`config.mk`:
```
export PLATFORM = sky130hd
export DESIGN_NAME = vrased_rst_seq
export DESIGN_NICKNAME = d
export VERILOG_FILES = /design/src/rtl/vrased_rst_seq.sv
export SDC_FILE = /design/constraint.sdc
export NUM_CORES = 1
export LEC_CHECK = 0
export CAP_MARGIN = 20
export CORE_MARGIN = 3
export CORE_UTILIZATION = 40
export CTS_CLUSTER_DIAMETER = 200
export DETAILED_ROUTE_END_ITERATION = 12
export DONT_BUFFER_PORTS = 1
export PLACE_DENSITY_LB_ADDON = 0.3
export SLEW_MARGIN = 40
export SYNTH_ARGS = -nofsm -noshare
export SYNTH_HDL_FRONTEND = slang
export SYNTH_SLANG_ARGS = --single-unit
```
`constraint.sdc`:
```
create_clock -name clk -period 3.84 [get_ports clk]
set_input_delay 0.96 -clock clk [delete_from_list [all_inputs] [get_ports clk]]
set_output_delay 0.96 -clock clk [all_outputs]
set_load 0.02 [all_outputs]
```
`src/rtl/vrased_rst_seq.sv`:
```
// Turns any VRASED monitor violation into a fixed-length registered PUC request,
// then waits for the core to fetch from the reset handler before re-arming.
module vrased_rst_seq #(
  parameter int unsigned   HOLD_CYCLES   = 16,
  parameter int unsigned   CNT_W         = 8,
  parameter logic [15:0]   RESET_HANDLER = 16'h0000
) (
  input  logic             clk,
  input  logic             reset_n,
  input  logic [5:0]       viol,
  input  logic [15:0]      pc,
  input  logic             cause_clr,
  output logic             puc_req,
  output logic             busy,
  output logic [5:0]       cause,
  output logic [15:0]      last_pc,
  output logic [CNT_W-1:0] viol_cnt
);

  typedef enum logic [1:0] {
    IDLE    = 2'd0,
    HOLD    = 2'd1,
    WAIT_PC = 2'd2
  } state_t;

  localparam logic [15:0] HOLD_LOAD = 16'(HOLD_CYCLES - 1);

  if (HOLD_CYCLES == 0) begin : g_bad_hold
    $error("vrased_rst_seq: HOLD_CYCLES must be in 1..65535");
  end

  state_t           state_q, state_d;
  logic [15:0]      hold_q, hold_d;
  logic [5:0]       cause_d;
  logic [15:0]      last_pc_d, last_pc_base;
  logic [CNT_W-1:0] cnt_d, cnt_base, cnt_inc;
  logic             evt;

  always_comb begin
    // NOTE: every variable gets a default first so no path leaves one unassigned (no latches).
    state_d      = state_q;
    hold_d       = hold_q;
    // The clear is applied before this cycle's violations are merged in.
    cause_d      = (cause_clr ? 6'd0 : cause) | viol;
    last_pc_base = cause_clr ? 16'd0 : last_pc;
    cnt_base     = cause_clr ? '0 : viol_cnt;
    cnt_inc      = (&cnt_base) ? cnt_base : cnt_base + 1'b1;
    last_pc_d    = last_pc_base;
    cnt_d        = cnt_base;
    evt          = (|viol) && (state_q != HOLD);

    unique case (state_q)
      IDLE: begin
        if (evt) begin
          state_d   = HOLD;
          hold_d    = HOLD_LOAD;
          last_pc_d = pc;
          cnt_d     = cnt_inc;
        end
      end
      HOLD: begin
        if (hold_q == 16'd0) state_d = WAIT_PC;
        else                 hold_d  = hold_q - 16'd1;
      end
      WAIT_PC: begin
        // A fresh violation wins over the core reaching the reset handler.
        if (evt) begin
          state_d = HOLD;
          hold_d  = HOLD_LOAD;
          if (cnt_base == '0) last_pc_d = pc;
          cnt_d   = cnt_inc;
        end else if (pc == RESET_HANDLER) begin
          state_d = IDLE;
        end
      end
      default: state_d = IDLE;
    endcase
  end

  always_ff @(posedge clk or negedge reset_n) begin
    if (!reset_n) begin
      state_q  <= IDLE;
      hold_q   <= 16'd0;
      puc_req  <= 1'b0;
      busy     <= 1'b0;
      cause    <= 6'd0;
      last_pc  <= 16'd0;
      viol_cnt <= '0;
    end else begin
      // NOTE: non-blocking assignments so all state updates see pre-edge values.
      state_q  <= state_d;
      hold_q   <= hold_d;
      puc_req  <= (state_d == HOLD);
      busy     <= (state_d != IDLE);
      cause    <= cause_d;
      last_pc  <= last_pc_d;
      viol_cnt <= cnt_d;
    end
  end

endmodule
```
==> metrics.cfg, run 1 <==
[run_status]
outcome=complete, no violations

[drt]
firstDrtPassIters=4
drc=0
drtAntennaViolNets=0
wl_per_cell_um=17.3
drt-total-wl_mm=5.04
via_per_inst=5.96
vias=1741
drtIter0Drc=80

[sta]
min_period_over_period_pct=65.9
fin_skew_ns=0.00976
fin_crit_ns=2.53
tightest_slew_ns=0.629
hold_violations=0
slew_viol_final=0
rsz0062_at_grt=false
max-slew-margin-rel_pct=57.7
setup_viol=0
max_clock_freq_mhz=395
fin_setup_tns_ns=0
fin_hold_ws_ns=0.332
layout_setup_ws_ns=1.31

[worst_setup_path]
end_kind=flop
slowest_stage=nor3_1
path_class=primary input to flop
critical_path.cell_chain=clkinv_1 -> nand2_1 -> inv_1 -> ha_1 -> nand3_1 -> nor3_1 -> nand2b_1 -> mux2_1
critPathArrivalTime_ns=2.72
cp-start-kind=primary input
required_ns=4.03
cpPeakStageDelay_ns=0.48
cp_max_fo=10

[power]
power.share.combinational_pct=32.4
ir_drop_v=0.000265
switchingPower_uw=717
p_leak_uw=0.00110
seqPwrFrac_pct=50.4
power-per-cell-area_nw_per_um2=687
switching_share_pct=41.1
internal_power_uw=1030
clock_power_share_pct=17.3

[global_routing]
overflow=0
track_usage_pct=14.8
grt_first_pass_wirelength_mm=8.49
grt_max_degree=51
antenna_found_initial=0
grt_pass1_vias=1713

[die]
initial_core_util_pct=42.5
die_h_um=83.4
die_area_um2=6960
fp.dieW_um=83.4
core-area_um2=5640
num_rows=27
ioPinCount=57

[clocking]
clk_transition_reported_paths_ns=0.10
cts_hold_buf=0
cts_tree=built
htree_levels=2
clock_sinks=50
cts_setup_buffers=0
cts-root-buf=clkbuf_8
cts_made_buffers=5
clock_latency_ns=0.31
max-clock-path-buffers=2
cts_resized=0

[yosys]
synth_edf_count=0
syn_nets=248
async_reset_ff_share_pct=100
ys_types=48
yosys_warnings=0
synthesis.area_um2=2400
synth_ff_type=dfrtp_1
avgSynthCellArea_um2=10.9
synth_seq_cells=50
ys_seq_area_share_pct=52.2
synthCells=220

[flow_run]
drv_cap=0

[placement]
portBuffers=0
post-place-ws_ns=1.04
gp_congestion=0.785
dp_hpwl_mm=3.61
dpl.cell_count=285

[finish]
final_nets=248
drive_above_1_share_pct=7.73
finalNonFillerCells=292
final_cell_mix=50 x dfrtp_1, 22 x nand2_1, 16 x a22o_1
layout_commonest_cell=dfrtp_1
areaGrowthSynthToFinish_pct=5.84
diodes=0

[min_path]
min_path_type=primary input to async pin

-- stage by stage --
stage,cell area (µm²),power (µW),utilization (%)
3_3_place_gp,2450,1440,43.5
5_1_grt,2540,1870,45.0
6_report,2540,1740,45.0
4_1_cts,2540,1760,45.0
3_5_place_dp,2450,1450,43.5
2_1_floorplan,2400,1350,-
-- kinds of logic after synthesis --
group           Yosys count  synth area share [%]
simple gates             83                  20.0
compound gates           52                  16.7
flops                    50                  52.2
buf+inv                  17                  3.29
mux                      12                  5.11
xor+xnor                  3                  1.10
fa+ha+maj                 3                  1.57
-- path summary, 6_finish.rpt --
kind / to / cells past startpoint / slack (ns) / from
max in group asynchronous: cause[0] / 0 / 3.41 / reset_n
worst max-delay path: viol_cnt[1] / 8 / 1.31 / cause_clr
min in group clk: hold_q[0] / 1 / 0.51 / hold_q[0]
worst max register to register: viol_cnt[1] / 7 / 1.61 / viol_cnt[0]
worst min register to register: hold_q[0] / 1 / 0.51 / hold_q[0]
worst min-delay path: hold_q[8] / 0 / 0.33 / reset_n
-- synthesized netlist by cell type, types with 2 or more instances --
cell type / instances / area [µm²]
clkbuf_1: 4 / 15.0
nor2b_1: 3 / 18.8
nor4_1: 8 / 50.1
o31ai_1: 3 / 22.5
o211ai_1: 2 / 15.0
a21o_1: 7 / 52.6
nand3b_1: 3 / 22.5
nand4_1: 4 / 25.0
nor4_2: 2 / 25.0
nand2b_1: 3 / 18.8
o41ai_1: 3 / 26.3
a41o_1: 2 / 20.0
a211oi_1: 3 / 22.5
a22o_1: 16 / 140
nand4b_1: 3 / 26.3
buf_2: 3 / 15.0
dfrtp_1: 50 / 1250
o21ai_1: 2 / 10.0
nand3_1: 6 / 30.0
inv_1: 7 / 26.3
mux2i_1: 10 / 100
ha_1: 3 / 37.5
a21oi_1: 6 / 30.0
or2_2: 2 / 12.5
or3b_1: 2 / 17.5
a31oi_1: 2 / 12.5
nor2_1: 15 / 56.3
nor3_1: 2 / 10.0
mux2_1: 2 / 22.5
nand2_1: 22 / 82.6
xnor2_1: 3 / 26.3
-- worst max-delay path: cells and delay by family --
kind,cells,cell delay [ns]
simple gates,4,0.96
mux,1,0.33
buf+inv,2,0.28
fa+ha+maj,1,0.20
-- layer usage --
metal / share of wire (%) / global-route usage, %
met5: 0 / 0
met4: 1.3 / 5.70
met3: 9.1 / 5.06
met2: 46 / 23.0
met1: 44 / 19.2
-- area by class of cell --
class                   count  area (µm²)
fillers                   530        3100
flip-flops and latches     50        1250
multi-input cells         153        1070
well taps                  72        90.1
clock buffers               5        68.8
inverters                   8        30.0
clock inverters             2        15.0
repair buffers              2        15.0
-- flip-flops by register name, indices dropped and copies added, names as in the netlist --
signal and flops:
busy 1, cause 6, hold_q 16, last_pc 16
puc_req 1, state_q 2, viol_cnt 8
-- power by group through the flow --
stage          Combinational, µW  Clock (µW)  Sequential, µW
2_1_floorplan                496           0             849
3_3_place_gp                 551           0             885
3_5_place_dp                 561           0             888
4_1_cts                      564         315             879
5_1_grt                      634         336             902
6_report                     565         301             878
Note: power is estimated with default switching activity, not from simulation.
==> run 2, diff against run 1 <==
==> constraint.sdc (replaced) <==
create_clock -name clk -period 2.1 [get_ports clk]
set_input_delay 0.525 -clock clk [delete_from_list [all_inputs] [get_ports clk]]
set_output_delay 0.525 -clock clk [all_outputs]
set_load 0.02 [all_outputs]
==> metrics.cfg, run 2 (synthesis results as in run 1) <==
[placement]
dp_hpwl_mm=3.72  ; +3.0%
gp_congestion=0.836  ; +6.5%
portBuffers=0  ; unchanged
dpl.cell_count=297  ; +4.2%

[sta]
tightest_slew_ns=0.541  ; -0.0876 ns
setup_viol=0  ; unchanged
fin_hold_ws_ns=0.0540  ; -0.278 ns
hold_violations=0  ; unchanged
fin_crit_ns=1.89
fin_setup_tns_ns=0  ; unchanged
max-slew-margin-rel_pct=63.9  ; +6.2 points
rsz0062_at_grt=false
fin_skew_ns=0.0128  ; +0.00303 ns
max_clock_freq_mhz=530
min_period_over_period_pct=89.9
slew_viol_final=0  ; unchanged

[die]
core-area_um2=5640  ; unchanged
ioPinCount=57  ; unchanged
num_rows=27  ; unchanged
die_area_um2=6960  ; unchanged
fp.dieW_um=83.4  ; unchanged
initial_core_util_pct=42.5  ; unchanged
die_h_um=83.4  ; unchanged

[worst_setup_path]
critical_path.top_delay_family=simple AND/OR/NAND/NOR gates
end_kind=flop
cp-start-kind=flop
path_buf_inv=1  ; -1
slowest_stage=dfrtp_1
critPathArrivalTime_ns=2.07  ; -0.65 ns
path_class=flop to flop
cp_max_fo=7  ; -3
critical_path.cell_chain=inv_1 -> ha_1 -> or3b_1 -> or2_0 -> o311ai_1 -> o41ai_1
cpPeakStageDelay_ns=0.42  ; -0.06 ns
required_ns=2.29  ; -1.74 ns

[global_routing]
grt_max_degree=51  ; unchanged
overflow=0  ; unchanged
antenna_found_initial=0  ; unchanged
grt_first_pass_wirelength_mm=8.98  ; +5.8%
track_usage_pct=15.6  ; +0.72 points
grt_pass1_vias=1829  ; +6.8%

[power]
power-per-cell-area_nw_per_um2=1280  ; +86%
ir_drop_v=0.000475  ; +79%
p_leak_uw=0.00120  ; +8.8%

[finish]
drive_above_1_share_pct=15.4  ; +7.7 points
top_regs=hold_q (16), last_pc (16), viol_cnt (8)
multi_input_area_um2=1080  ; +1.4%
areaGrowthSynthToFinish_pct=13.0
layout_commonest_cell=dfrtp_1
final_cell_mix=50 x dfrtp_1, 21 x nand2_1, 16 x a22o_1
diodes=0  ; unchanged
fillers=506  ; -4.5%
final_nets=261  ; +5.2%
finalNonFillerCells=306  ; +4.8%
seq_area_um2=1250  ; unchanged

[clocking]
clock_latency_ns=0.31  ; about the same
clock_sinks=50  ; unchanged
max-clock-path-buffers=2  ; unchanged
cts_made_buffers=5  ; unchanged
clk_transition_reported_paths_ns=0.10  ; about the same
cts_tree=built
htree_levels=2  ; unchanged
cts-root-buf=clkbuf_8
cts_resized=0  ; unchanged

[drt]
wl_per_cell_um=16.7  ; -3.2%
via_per_inst=5.79  ; -2.9%
vias=1772  ; +1.8%
firstDrtPassIters=4  ; unchanged
drtIter0Drc=136  ; +70%
drtAntennaViolNets=0  ; unchanged
drt-total-wl_mm=5.11  ; +1.4%
drc=0  ; unchanged

[min_path]
min_path_type=primary input to async pin

[run_status]
outcome=complete, no violations

[flow_run]
drv_cap=0  ; unchanged

## run 2: power by group
| part | total [µW] | internal (µW) | switching, µW |
|---|---|---|---|
| Clock | 708 | 363 | 345 |
| Combinational | 1160 | 512 | 646 |
| Sequential | 1590 | 1210 | 379 |
| Total | 3460 | 2090 | 1370 |
## run 2: area by class of cell
class                      count  share of cell area [%]
clock inverter                 3                    1.80
inverter                       8                    1.29
clock buffer                   5                    2.54
multi-input combinational    153                    40.0
tap                           72                    3.32
sequential                    50                    46.2
timing repair buffer          15                    4.89
## run 2: timing repair
action	4_1_cts	5_1_grt
buffers inserted	0	0
hold buffers	1	0
hold endpoints to repair	50	0
## run 2: path summary, 6_finish.rpt
path | start | endpoint | slack [ns] | cells after the start
setup / recovery | hold_q[0] | hold_q[6] | 0.21 | 6
hold reg to reg | hold_q[13] | hold_q[13] | 0.50 | 1
min in group clk | cause_clr | viol_cnt[3] | 0.27 | 1
max in group asynchronous | reset_n | hold_q[10] | 1.82 | 1
setup reg to reg | hold_q[0] | hold_q[6] | 0.21 | 6
hold / removal | reset_n | last_pc[12] | 0.05 | 1
## run 2: routing by layer
metal | vias up | wire, µm | global-route usage [%]
met5 | - | 0 | 0
met3 | 4 | 384 | 5.16
met1 | 869 | 2370 | 20.3
met4 | 0 | 51 | 4.53
li1 | 849 | - | -
met2 | 50 | 2300 | 24.7
## run 2: metrics by stage
step           power [µW]  util, %  area [µm²]  setup WS [ns]
3_5_place_dp         2740     45.5        2560          0.139
6_report             3460     48.0        2710          0.212
5_1_grt              3700     48.0        2710         0.0404
4_1_cts              3480     48.0        2710          0.224
2_1_floorplan        2470        -        2420         0.0269
3_3_place_gp         2710     45.5        2560          0.183
## run 2: worst register-to-register path, cell delays in order (launching register included)
cell and delay, ns:
dfrtp_1 0.42, inv_1 0.07, ha_1 0.15, or3b_1 0.38, or2_0 0.35, o311ai_1 0.29, o41ai_1 0.12
==> run 3, diff against run 2 <==
==> constraint.sdc (replaced) <==
create_clock -name clk -period 1.9 [get_ports clk]
set_input_delay 0.475 -clock clk [delete_from_list [all_inputs] [get_ports clk]]
set_output_delay 0.475 -clock clk [all_outputs]
set_load 0.02 [all_outputs]
==> metrics.cfg, run 3 (synthesis results as in run 1) <==
[drt]
wl_per_cell_um=16.9  ; +0.94%
drc=0  ; unchanged
vias=1785  ; +0.73%
drtAntennaViolNets=0  ; unchanged
drtIter0Drc=119  ; -13%
via_per_inst=5.72  ; -1.2%
drt-total-wl_mm=5.26  ; +2.9%
firstDrtPassIters=4  ; unchanged

[finish]
final_cell_mix=50 x dfrtp_1, 21 x nand2_1, 20 x buf_4
final_nets=268  ; +2.7%
areaGrowthSynthToFinish_pct=18.0
layout_commonest_cell=dfrtp_1
drive_above_1_share_pct=20.4  ; +5.0 points
finalNonFillerCells=312  ; +2.0%
top_regs=hold_q (16), last_pc (16), viol_cnt (8)
finish.instance_area_um2=2830  ; +4.4%
diodes=0  ; unchanged

[clocking]
clk_transition_reported_paths_ns=0.09  ; about the same
cts_made_buffers=5  ; unchanged
htree_levels=2  ; unchanged
max-clock-path-buffers=2  ; unchanged
cts_setup_buffers=0  ; unchanged
cts-root-buf=clkbuf_8
clock_latency_ns=0.30  ; about the same
clock_sinks=50  ; unchanged
cts_tree=built

[power]
p_leak_uw=0.00127  ; +5.6%
ir_drop_v=0.000619  ; +30%
power_uw=3910  ; +13%
power-per-cell-area_nw_per_um2=1380  ; +8.3%

[sta]
layout_setup_ws_ns=0.103  ; -0.109 ns
tightest_slew_ns=0.368  ; -0.174 ns
hold_violations=0  ; unchanged
min_period_over_period_pct=94.6  ; +4.7 points
max_clock_freq_mhz=556  ; +5.1%
fin_skew_ns=0.00594  ; -0.00685 ns
fin_hold_ws_ns=0.00764  ; -0.0464 ns
fin_crit_ns=1.80  ; -0.0910 ns
setup_viol=0  ; unchanged
max-slew-margin-rel_pct=75.4  ; +11 points
slew_viol_final=0  ; unchanged

[worst_setup_path]
cp-start-kind=flop
required_ns=2.09  ; -0.20 ns
end_kind=flop
critical_path.cell_chain=or4_4 -> a211oi_2 -> nand3_1 -> mux2i_1
critPathArrivalTime_ns=1.99  ; -0.08 ns
path_buf_inv=0  ; -1
cpPeakStageDelay_ns=0.63  ; +0.21 ns
cp_max_fo=6  ; -1
path_class=flop to flop
critical_path.top_delay_family=simple AND/OR/NAND/NOR gates
slowest_stage=or4_4

[min_path]
min_path_type=primary input to async pin

[die]
ioPinCount=57  ; unchanged
initial_core_util_pct=42.5  ; unchanged
die_area_um2=6960  ; unchanged
die_h_um=83.4  ; unchanged
num_rows=27  ; unchanged
core-area_um2=5640  ; unchanged
fp.dieW_um=83.4  ; unchanged

[flow_run]
drv_cap=0  ; unchanged

[global_routing]
antenna_found_initial=0  ; unchanged
grt_pass1_vias=1851  ; +1.2%
grt.met1_usage_pct=20.6  ; +0.37 points
top_usage_layer=met2
grt_max_degree=51  ; unchanged
grt_util_met2_pct=25.2  ; +0.51 points
overflow=0  ; unchanged
track_usage_pct=16.0  ; +0.47 points
grt_first_pass_wirelength_mm=9.09  ; +1.2%
grt_use_met3_pct=5.06  ; -0.099 points

[placement]
placed_area_um2=2680  ; +4.4%
dp_hpwl_mm=3.77  ; +1.2%
post-place-ws_ns=0.00905  ; -0.130 ns
portBuffers=0  ; unchanged
gp_congestion=0.802  ; -4.0%
dpl.cell_count=304  ; +2.4%

[run_status]
outcome=complete, no violations

-- run 3: metrics by stage --
stage,utilization [%],setup TNS [ns]
3_3_place_gp,47.5,0
5_1_grt,50.2,-0.000250
3_5_place_dp,47.5,0
4_1_cts,49.9,0
6_report,50.2,0
2_1_floorplan,-,0
-- run 3: area by class of cell --
| cell class | instances | area (µm²) |
|---|---|---|
| Multi-Input combinational cell | 153 | 1140 |
| Fill cell | 509 | 2810 |
| Inverter | 8 | 42.5 |
| Clock inverter | 2 | 38.8 |
| Clock buffer | 5 | 68.8 |
| Sequential cell | 50 | 1250 |
| Tap cell | 72 | 90.1 |
| Timing Repair Buffer | 22 | 198 |
-- run 3: where the power goes --
part           internal (µW)  switching [µW]  leakage (µW)
Combinational            662             761      0.000572
Sequential              1340             412      0.000643
Clock                    387             348     0.0000542
-- run 3: routing by layer --
layer  part of all wire, %  routed length, µm  vias to the layer above
met5                     0                  0                        -
met4                   1.6                 83                        0
met3                   7.1                376                        8
met2                    46               2430                       52
met1                    45               2380                      863
li1                      -                  -                      862
-- run 3: repair_timing --
action | 4_1_cts | 5_1_grt
gates resized for setup | 0 | 4
hold buffers | 1 | 0
endpoints found under the setup margin | 0 | 5
endpoints found under the hold margin | 50 | 0
-- run 3: path summary, 6_finish.rpt --
path / start / endpoint / slack, ns / cells past startpoint
max: hold_q[4] / hold_q[12] / 0.10 / 4
min: reset_n / last_pc[10] / 0.008 / 1
max reg2reg: hold_q[4] / hold_q[12] / 0.10 / 4
min reg2reg: hold_q[0] / hold_q[0] / 0.51 / 1
max in group asynchronous: reset_n / viol_cnt[5] / 1.65 / 1
min in group clk: cause_clr / viol_cnt[3] / 0.23 / 1
-- run 3: worst reg2reg max path, cell delays in order (launching register included) --
cell and delay [ns]:
dfrtp_1 0.44, or4_4 0.63, a211oi_2 0.34, nand3_1 0.15, mux2i_1 0.14
